File: config.mk
export PLATFORM = sky130hd
export DESIGN_NAME = lsb_mem_agent_flat
export DESIGN_NICKNAME = d
export VERILOG_FILES = /design/src/rtl/lsb_mem_agent_if.sv /design/src/rtl/lsb_mem_agent.sv /design/src/flat_wrapper.sv
export SDC_FILE = /design/constraint.sdc
export NUM_CORES = 1
export LEC_CHECK = 0
export ABC_AREA = 1
export ABC_CLOCK_PERIOD_IN_PS = 3180
export BUFFER_PORTS_ARGS = -buffer_cell sky130_fd_sc_hd__buf_2
export CAP_MARGIN = 20
export CORE_MARGIN = 2
export CORE_UTILIZATION = 33
export DETAILED_ROUTE_END_ITERATION = 12
export SLEW_MARGIN = 30
export SYNTH_ARGS = -nofsm -noshare
export SYNTH_HDL_FRONTEND = slang
export SYNTH_SLANG_ARGS = --single-unit
export TNS_END_PERCENT = 20
File: constraint.sdc
create_clock -name clk -period 3.18 [get_ports clk]
set_input_delay 0.477 -clock clk [delete_from_list [all_inputs] [get_ports clk]]
set_output_delay 0.477 -clock clk [all_outputs]
set_load 0.01 [all_outputs]
File: src/rtl/lsb_mem_agent_if.sv
// Bundle of the request, mem_ctrl bus and completion signals of the LSB memory agent.
// master = the agent itself, slave = the LSB / mem_ctrl side around it.
interface lsb_mem_agent_if #(
  parameter int ROB_WIDTH  = 4,
  parameter int ADDR_WIDTH = 32
);
  // request from the load/store buffer
  logic                  req_valid;
  logic                  req_ready;
  logic                  req_is_store;
  logic [2:0]            req_funct3;
  logic [ADDR_WIDTH-1:0] req_addr;
  logic [31:0]           req_data;
  logic [ROB_WIDTH-1:0]  req_tag;
  // mem_ctrl port
  logic                  LSB_rn;
  logic                  LSB_wn;
  logic [ADDR_WIDTH-1:0] LSB_addr;
  logic [31:0]           LSB_Wvalue;
  logic [1:0]            LSB_len;
  logic                  LSB_ready;
  logic [31:0]           LSB_value;
  // tagged completion
  logic                  res_valid;
  logic                  res_is_store;
  logic [ROB_WIDTH-1:0]  res_tag;
  logic [31:0]           res_value;

  modport master (
    input  req_valid, req_is_store, req_funct3, req_addr, req_data, req_tag,
    output req_ready,
    output LSB_rn, LSB_wn, LSB_addr, LSB_Wvalue, LSB_len,
    input  LSB_ready, LSB_value,
    output res_valid, res_is_store, res_tag, res_value
  );

  modport slave (
    output req_valid, req_is_store, req_funct3, req_addr, req_data, req_tag,
    input  req_ready,
    input  LSB_rn, LSB_wn, LSB_addr, LSB_Wvalue, LSB_len,
    output LSB_ready, LSB_value,
    input  res_valid, res_is_store, res_tag, res_value
  );
endinterface

File: src/rtl/lsb_mem_agent.sv
// LSB-side requester for mem_ctrl: one access in flight, load data extension,
// tagged completion, and flush handling that lets a killed load finish on the bus silently.
module lsb_mem_agent #(
  parameter int ROB_WIDTH  = 4,
  parameter int ADDR_WIDTH = 32
) (
  input  logic clk,
  input  logic rst,
  input  logic rdy,
  input  logic clr,
  lsb_mem_agent_if.master bus
);

  typedef enum logic {IDLE, BUSY} state_e;

  state_e                state_q, state_d;
  logic                  drop_q, drop_d;
  logic                  rn_q, rn_d;
  logic                  wn_q, wn_d;
  logic [ADDR_WIDTH-1:0] addr_q, addr_d;
  logic [31:0]           wvalue_q, wvalue_d;
  logic [1:0]            len_q, len_d;
  logic                  is_store_q, is_store_d;
  logic [2:0]            funct3_q, funct3_d;
  logic [ROB_WIDTH-1:0]  tag_q, tag_d;
  logic                  res_valid_q, res_valid_d;
  logic                  res_is_store_q, res_is_store_d;
  logic [ROB_WIDTH-1:0]  res_tag_q, res_tag_d;
  logic [31:0]           res_value_q, res_value_d;

  logic        accept;
  logic [1:0]  req_len;
  logic [31:0] req_wvalue;
  logic [31:0] load_ext;

  assign bus.req_ready    = (state_q == IDLE) & rdy;
  assign bus.LSB_rn       = rn_q;
  assign bus.LSB_wn       = wn_q;
  assign bus.LSB_addr     = addr_q;
  assign bus.LSB_Wvalue   = wvalue_q;
  assign bus.LSB_len      = len_q;
  assign bus.res_valid    = res_valid_q;
  assign bus.res_is_store = res_is_store_q;
  assign bus.res_tag      = res_tag_q;
  assign bus.res_value    = res_value_q;

  // a load offered during a flush is younger than the mispredict and must not start
  assign accept = bus.req_valid & bus.req_ready & ~(clr & ~bus.req_is_store);

  // access width and masked store data for an incoming request
  always_comb begin
    req_len    = 2'd3;
    req_wvalue = bus.req_data;
    case (bus.req_funct3[1:0])
      2'b00: begin
        req_len    = 2'd0;
        req_wvalue = {24'b0, bus.req_data[7:0]};
      end
      2'b01: begin
        req_len    = 2'd1;
        req_wvalue = {16'b0, bus.req_data[15:0]};
      end
      default: ;
    endcase
  end

  // RV32I load extension of the raw little-endian read data
  always_comb begin
    load_ext = bus.LSB_value;
    case (funct3_q)
      3'b000:  load_ext = {{24{bus.LSB_value[7]}},  bus.LSB_value[7:0]};
      3'b001:  load_ext = {{16{bus.LSB_value[15]}}, bus.LSB_value[15:0]};
      3'b100:  load_ext = {24'b0, bus.LSB_value[7:0]};
      3'b101:  load_ext = {16'b0, bus.LSB_value[15:0]};
      default: ;
    endcase
  end

  // next-state: accept in IDLE, wait for LSB_ready in BUSY; everything holds while rdy is low
  always_comb begin
    state_d        = state_q;
    drop_d         = drop_q;
    rn_d           = rn_q;
    wn_d           = wn_q;
    addr_d         = addr_q;
    wvalue_d       = wvalue_q;
    len_d          = len_q;
    is_store_d     = is_store_q;
    funct3_d       = funct3_q;
    tag_d          = tag_q;
    res_valid_d    = res_valid_q;
    res_is_store_d = res_is_store_q;
    res_tag_d      = res_tag_q;
    res_value_d    = res_value_q;

    if (rdy) begin
      res_valid_d = 1'b0;
      case (state_q)
        IDLE: begin
          if (accept) begin
            state_d    = BUSY;
            rn_d       = ~bus.req_is_store;
            wn_d       = bus.req_is_store;
            addr_d     = bus.req_addr;
            wvalue_d   = req_wvalue;
            len_d      = req_len;
            is_store_d = bus.req_is_store;
            funct3_d   = bus.req_funct3;
            tag_d      = bus.req_tag;
            drop_d     = 1'b0;
          end
        end
        BUSY: begin
          if (bus.LSB_ready) begin
            state_d = IDLE;
            rn_d    = 1'b0;
            wn_d    = 1'b0;
            drop_d  = 1'b0;
            // a load flushed earlier or on this very cycle completes silently
            if (is_store_q || !(drop_q || clr)) begin
              res_valid_d    = 1'b1;
              res_is_store_d = is_store_q;
              res_tag_d      = tag_q;
              res_value_d    = is_store_q ? 32'b0 : load_ext;
            end
          end else if (clr && !is_store_q) begin
            drop_d = 1'b1;
          end
        end
        default: state_d = IDLE;
      endcase
    end
  end

  // state and output registers, synchronous reset abandons any access in flight
  always_ff @(posedge clk) begin
    if (rst) begin
      state_q        <= IDLE;
      drop_q         <= 1'b0;
      rn_q           <= 1'b0;
      wn_q           <= 1'b0;
      addr_q         <= '0;
      wvalue_q       <= '0;
      len_q          <= '0;
      is_store_q     <= 1'b0;
      funct3_q       <= '0;
      tag_q          <= '0;
      res_valid_q    <= 1'b0;
      res_is_store_q <= 1'b0;
      res_tag_q      <= '0;
      res_value_q    <= '0;
    end else begin
      state_q        <= state_d;
      drop_q         <= drop_d;
      rn_q           <= rn_d;
      wn_q           <= wn_d;
      addr_q         <= addr_d;
      wvalue_q       <= wvalue_d;
      len_q          <= len_d;
      is_store_q     <= is_store_d;
      funct3_q       <= funct3_d;
      tag_q          <= tag_d;
      res_valid_q    <= res_valid_d;
      res_is_store_q <= res_is_store_d;
      res_tag_q      <= res_tag_d;
      res_value_q    <= res_value_d;
    end
  end

endmodule

File: src/flat_wrapper.sv
// flat-port wrapper written by rule: the top's interface ports become plain ports
module lsb_mem_agent_flat 
#(
  parameter int ROB_WIDTH  = 4,
  parameter int ADDR_WIDTH = 32
)
  (clk, rst, rdy, clr, bus_req_valid, bus_req_is_store, bus_req_funct3, bus_req_addr, bus_req_data, bus_req_tag, bus_req_ready, bus_LSB_rn, bus_LSB_wn, bus_LSB_addr, bus_LSB_Wvalue, bus_LSB_len, bus_LSB_ready, bus_LSB_value, bus_res_valid, bus_res_is_store, bus_res_tag, bus_res_value);
  lsb_mem_agent_if #(.ROB_WIDTH(ROB_WIDTH), .ADDR_WIDTH(ADDR_WIDTH)) bus_i ();
  input  logic clk;
  input  logic rst;
  input  logic rdy;
  input  logic clr;
  input wire logic [$bits(bus_i.req_valid)-1:0] bus_req_valid;
  input wire logic [$bits(bus_i.req_is_store)-1:0] bus_req_is_store;
  input wire logic [$bits(bus_i.req_funct3)-1:0] bus_req_funct3;
  input wire logic [$bits(bus_i.req_addr)-1:0] bus_req_addr;
  input wire logic [$bits(bus_i.req_data)-1:0] bus_req_data;
  input wire logic [$bits(bus_i.req_tag)-1:0] bus_req_tag;
  output wire logic [$bits(bus_i.req_ready)-1:0] bus_req_ready;
  output wire logic [$bits(bus_i.LSB_rn)-1:0] bus_LSB_rn;
  output wire logic [$bits(bus_i.LSB_wn)-1:0] bus_LSB_wn;
  output wire logic [$bits(bus_i.LSB_addr)-1:0] bus_LSB_addr;
  output wire logic [$bits(bus_i.LSB_Wvalue)-1:0] bus_LSB_Wvalue;
  output wire logic [$bits(bus_i.LSB_len)-1:0] bus_LSB_len;
  input wire logic [$bits(bus_i.LSB_ready)-1:0] bus_LSB_ready;
  input wire logic [$bits(bus_i.LSB_value)-1:0] bus_LSB_value;
  output wire logic [$bits(bus_i.res_valid)-1:0] bus_res_valid;
  output wire logic [$bits(bus_i.res_is_store)-1:0] bus_res_is_store;
  output wire logic [$bits(bus_i.res_tag)-1:0] bus_res_tag;
  output wire logic [$bits(bus_i.res_value)-1:0] bus_res_value;
  assign bus_i.req_valid = bus_req_valid;
  assign bus_i.req_is_store = bus_req_is_store;
  assign bus_i.req_funct3 = bus_req_funct3;
  assign bus_i.req_addr = bus_req_addr;
  assign bus_i.req_data = bus_req_data;
  assign bus_i.req_tag = bus_req_tag;
  assign bus_req_ready = bus_i.req_ready;
  assign bus_LSB_rn = bus_i.LSB_rn;
  assign bus_LSB_wn = bus_i.LSB_wn;
  assign bus_LSB_addr = bus_i.LSB_addr;
  assign bus_LSB_Wvalue = bus_i.LSB_Wvalue;
  assign bus_LSB_len = bus_i.LSB_len;
  assign bus_i.LSB_ready = bus_LSB_ready;
  assign bus_i.LSB_value = bus_LSB_value;
  assign bus_res_valid = bus_i.res_valid;
  assign bus_res_is_store = bus_i.res_is_store;
  assign bus_res_tag = bus_i.res_tag;
  assign bus_res_value = bus_i.res_value;
  lsb_mem_agent #(.ROB_WIDTH(ROB_WIDTH), .ADDR_WIDTH(ADDR_WIDTH)) u_core (.clk(clk), .rst(rst), .rdy(rdy), .clr(clr), .bus(bus_i));
endmodule
; Word level (Yosys, flattened, before mapping)
; Index checks and enable logic that the tools add are counted.
[word_totals]
reg_bits = 116
latch_bits = 0
ramBits = 0
rom_bits = 0
out_inout_bits = 107
mem_count = 0
[op_classes]
addsub = 0
mul = 0
div = 0
order_cmp = 0
eq_ne = 7
shifts = 0
muxes = 19
n_bitwise = 7
reduce_logical = 11
[op_table]
columns = cell, n
row1 = $pmux W32 S4, 1
row2 = $pmux W32 S2, 1
row3 = $mux W32, 1
row4 = $mux W1, 11
row5 = $reduce_and A3 Y1, 3
row6 = $pmux W1 S2, 4
row7 = $eq A3 B3 Y1 const B, 2
row8 = $and A1 B1 Y1, 4
row9 = $pmux W2 S2, 1
row10 = $reduce_and A4 Y1, 1
row11 = $eq A3 B1 Y1 const B, 1
row12 = $logic_not A3 Y1, 1
row13 = $ne A3 B3 Y1 const B, 1
row14 = $not A1 Y1, 3
row15 = $eq A2 B1 Y1 const B, 1
row16 = $logic_not A1 Y1, 2
row17 = $logic_not A2 Y1, 1
row18 = $logic_or A1 B1 Y1, 2
row19 = $ne A2 B1 Y1 const B, 1
row20 = $ne A2 B2 Y1 const B, 1
row21 = $logic_and A1 B1 Y1, 1

; Longest topological paths before layout
[logic_depth]
ltp_word = 6
ltp_mapped = 8

; Least setup slack after synthesis
; OpenSTA, ideal clock, no wires.
[synth_timing]
kind = in2reg
startpoint = input rst
endpoint = register u_core.res_value_q[10] (netlist: u_core.bus.res_value[10])
arrival_ns = 1.222
t_required_ns = 3.052
slack_ns = 1.830
path_stages = 4
n_path_buf = 3
path_cell_list = buf_2 -> clkbuf_1 -> buf_1 -> nor2_1
[synth_rtl]
columns = item, line
row1 = start: declaration, flat_wrapper.sv:10  ; input logic rst;
row2 = end signal: assignment, lsb_mem_agent.sv:166  ; res_value_q <= res_value_d;
row3 = end: declaration, lsb_mem_agent.sv:29  ; logic [31:0] res_value_q, res_value_d;
; No word-level cell between the ends.

; Worst setup path after layout
[layout_timing]
startpoint = register u_core.state_q
endpoint = register u_core.res_value_q[17] (netlist: u_core.bus.res_value[17])
[layout_via]
elab_chain_len = 1
[layout_lines]
columns = item, line
row1 = start: declaration, lsb_mem_agent.sv:16  ; state_e state_q, state_d;
row2 = start signal: assignment, lsb_mem_agent.sv:153  ; state_q <= state_d;
row3 = $reduce_and A4 Y1 (no line), -
; No other way between the ends.
; A chain may end at the register's enable or synchronous reset.

==> results.md <==
* Die area at between 0.01 and 0.015 mm2
* Drt total wl at 12.8 mm
* Clk Latency, worst-skew pair at between 0.4 and 0.5 ns
* Min-delay src: bus_req_tag[0]
* IO Pins at ~220
* 1st-iter DRT viols at roughly 310
* YS warnings at 0
* Endpoint class of the critical path: flop
* Sequential share of the synthesized area at 0.506
* CTS Hold Buffers Added at 0
* Tcrit/Tclk final at 0.603
* Clk sink count at approximately 120
* Power density over the cells at approximately 580 mW/mm2
* DR vias at between 4000 and 5000
* Avg WL per Cell at 12.6 um
* TritonCTS clock tree: built
* Final nets at slightly above 900
* Syn Nets at 734
* Number of port buffers at between 200 and 250
* HP Class: input pin to flop
* Final setup TNS at 0 ns
* Synth Area in Simple Gates at 0.282
* CTS Buffer Depth at 2
* Most common cell on crit path: nor2_1
* Slowest cell on the critical path: dfxtp_1
* Worst-Margin Slew at roughly 0.73 ns
* Placement Cell Area at ~0.0057 mm2
* Post-DR vias/cell at ~4.5
* Critical path arrival at ~2.2 ns
* Critical path class: flop to flop
* Synth Area in Compound Gates at 0.123
* Final Instance Area at about 0.0063 mm2
* Die span in y at between 100 and 150 um
* Post-route insts no fill at 1017
* Drt first pass iters at 6
* Top sig layer: met5
* Antenna violations before repair at 4
* Initial Utilization at 0.335
* Fmax at approximately 0.52 GHz
* Number of synthesized flops with an enable pin at 0
* Most used DFF post-synth: dfxtp_1
* Final hold vios at 0
* Reg2reg end: u_core.bus.res_value[17]
* Share of the synthesized area in the top cell type at 0.506
* Crit-path cells: inv_2 -> nor2_4 -> o21ai_2 -> buf_4 -> inv_2 -> nor2_1 -> nor2_1 -> nor2_1
* Status: completed
* Top cells by area, synth: dfxtp_1 (51%), nor2_1 (14%), nand2_1 (8.7%)
* Largest family of logic cells by synthesized area: simple AND/OR/NAND/NOR gates
* Syn-to-layout area delta at 36.5%
* Num CTS Buffers at 17
* WP data required at between 3 and 4 ns
* Core area at roughly 0.014 mm2
* Max incr delay on CP at 0.42 ns
* Area leader, netlist: dfxtp_1
* Crit Path Max Fanout at 23
* Total power at ~0.0037 W
* Reg2Reg Depth at 8
* Commonest non-fill, non-tap cell in the layout: buf_2
* Post-DP HPWL at around 8.9 mm
* Hold path cells at 3
* Unique cell type count in the Yosys netlist at 24
* Tot GR Track Use at 0.175
* Root Buffer: clkbuf_16
* Fillers at between 1000 and 1500
* Lkg Pwr at 2.94 nW
* Die width at 122 um
* Post_cts resized at 0
* Gr ovfl total at 0
* FFs w/ async S/R, synth at 0
* Number of global-route vias before repair at between 4000 and 5000
* VDD IR max at 0.000456 V
* Final hold slack at ~0.31 ns
* Startpoint Class: flop
* Synth Area in XOR/XNOR at 0
* H-tree Lvls at 4
* Unrepaired setup endpoints after global routing: no
* Post-Synthesis Cells at 624
* # setup viols final at 0
* Largest net degree at the start of global routing at between 60 and 70
* FF+latch count, synth at 116
* Remaining DRCs at 0
* WL met3 at slightly below 1 mm
* Commonest non-fill, non-tap cells in the layout: buf_2 (216), nor2_1 (168), dfxtp_1 (116), nand2_1 (106), o21ai_0 (51)
* Synthesized area at 0.00459 mm2
* R2r setup slk at 1.26 ns
* Min Clock Period, post-route at 1.92 ns
* Rel. slew slack at 0.513
* Max-slew violations at 0
* Met2 Wirelength at roughly 5.9 mm
* Synth Area in Adders at 0
* Global-route wire length before repair at roughly 20 mm
* Worst r2r src: u_core.state_q
* Multiplexer share of the synthesized area at 0
* Clock skew at approximately 0.0057 ns
* Fraction of layout cells with a size suffix above 1 at 0.321
* DP Cell Count at 986
* Setup bufs post-CTS at 0
* Clock transition at path regs at 0.05 ns
* Antenna Nets Post-Route at 0
* M1 WL at about 5.6 mm
* Final GP Congestion at around 0.79
* Mean post-synth cell area at 7.35 um2
* Max_cap viols at 0
* Critical Path Source: u_core.state_q
* Rows at 43
* Hold EP: u_core.tag_q[0]
[through the flow]
stage	utilization	worst slack (ns)
floorplan	-	1.83
global placement	0.416	1.12
detailed placement	0.416	1.07
CTS	0.456	1.26
global route	0.457	1.09
finish	0.457	1.26
[worst max path at each step]
stage	endpoint	cells past startpoint
final	u_core.bus.res_value[17]	8
after global routing	u_core.bus.res_value[28]	8
after CTS	u_core.bus.res_value[17]	8
after detailed placement	u_core.bus.res_value[28]	9
after global placement	u_core.bus.res_value[26]	9
after floorplan	u_core.bus.res_value[10]	4
[critical path: cells and delay by family (launching register included)]
family / cells / cell delay [ns]
and+or+nand+nor: 4 / 0.64
DFF: 1 / 0.42
AOI/OAI and AO/OA: 1 / 0.10
buffers and inverters: 3 / 0.60
[kinds of logic (layout without fill, tap and decap cells)]
group | after synthesis | count (layout)
compound gates | 109 | 109
buf+inv | 87 | 298
simple gates | 312 | 312
flops | 116 | 116
other cells | 0 | 2
[state kept, by name, indices dropped and copies added (netlist names)]
name,flops
u_core.bus.res_value,32
u_core.is_store_q,1
u_core.bus.LSB_Wvalue,32
u_core.bus.res_is_store,1
u_core.state_q,1
u_core.funct3_q,3
u_core.bus.res_valid,1
u_core.bus.LSB_len,2
u_core.tag_q,4
u_core.bus.LSB_addr,32
u_core.bus.LSB_wn,1
u_core.bus.res_tag,4
u_core.drop_q,1
u_core.bus.LSB_rn,1
[per-layer routing]
| layer | up-vias | GRT usage |
|---|---|---|
| li1 | 2368 | - |
| met1 | 2011 | 0.213 |
| met2 | 152 | 0.275 |
| met3 | 21 | 0.0618 |
| met4 | 4 | 0.0833 |
| met5 | - | 0 |
[where the power goes]
part | internal, W | leakage (nW) | total, W | switching, W
registers | 0.00151 | 0.944 | 0.00154 | 0.0000269
logic | 0.000138 | 1.72 | 0.000343 | 0.000205
clock network | 0.00116 | 0.278 | 0.00178 | 0.000626
[synth_stat cells (2+ instances only)]
library cell,count
a21oi_1,46
buf_1,3
buf_2,11
buf_4,4
buf_6,7
clkbuf_1,15
dfxtp_1,116
inv_1,38
inv_2,8
nand2_1,106
nand3_1,12
nand3_4,2
nand4_1,17
nor2_1,168
nor2_4,4
o21a_1,5
o21ai_0,51
o21ai_1,5
[cell type report]
cell class                 instances  area [um2]  share of cell area
multi-input combinational        421        1860               0.297
clock buffer                      24         502              0.0801
antenna                            2        5.00            0.000799
inverter                          47         178              0.0284
tap                              180         225              0.0359
sequential                       116        2320               0.371
clock inverter                     5        50.0             0.00799
timing repair buffer             222        1130               0.180
Note: power is estimated with default switching activity, not from simulation.
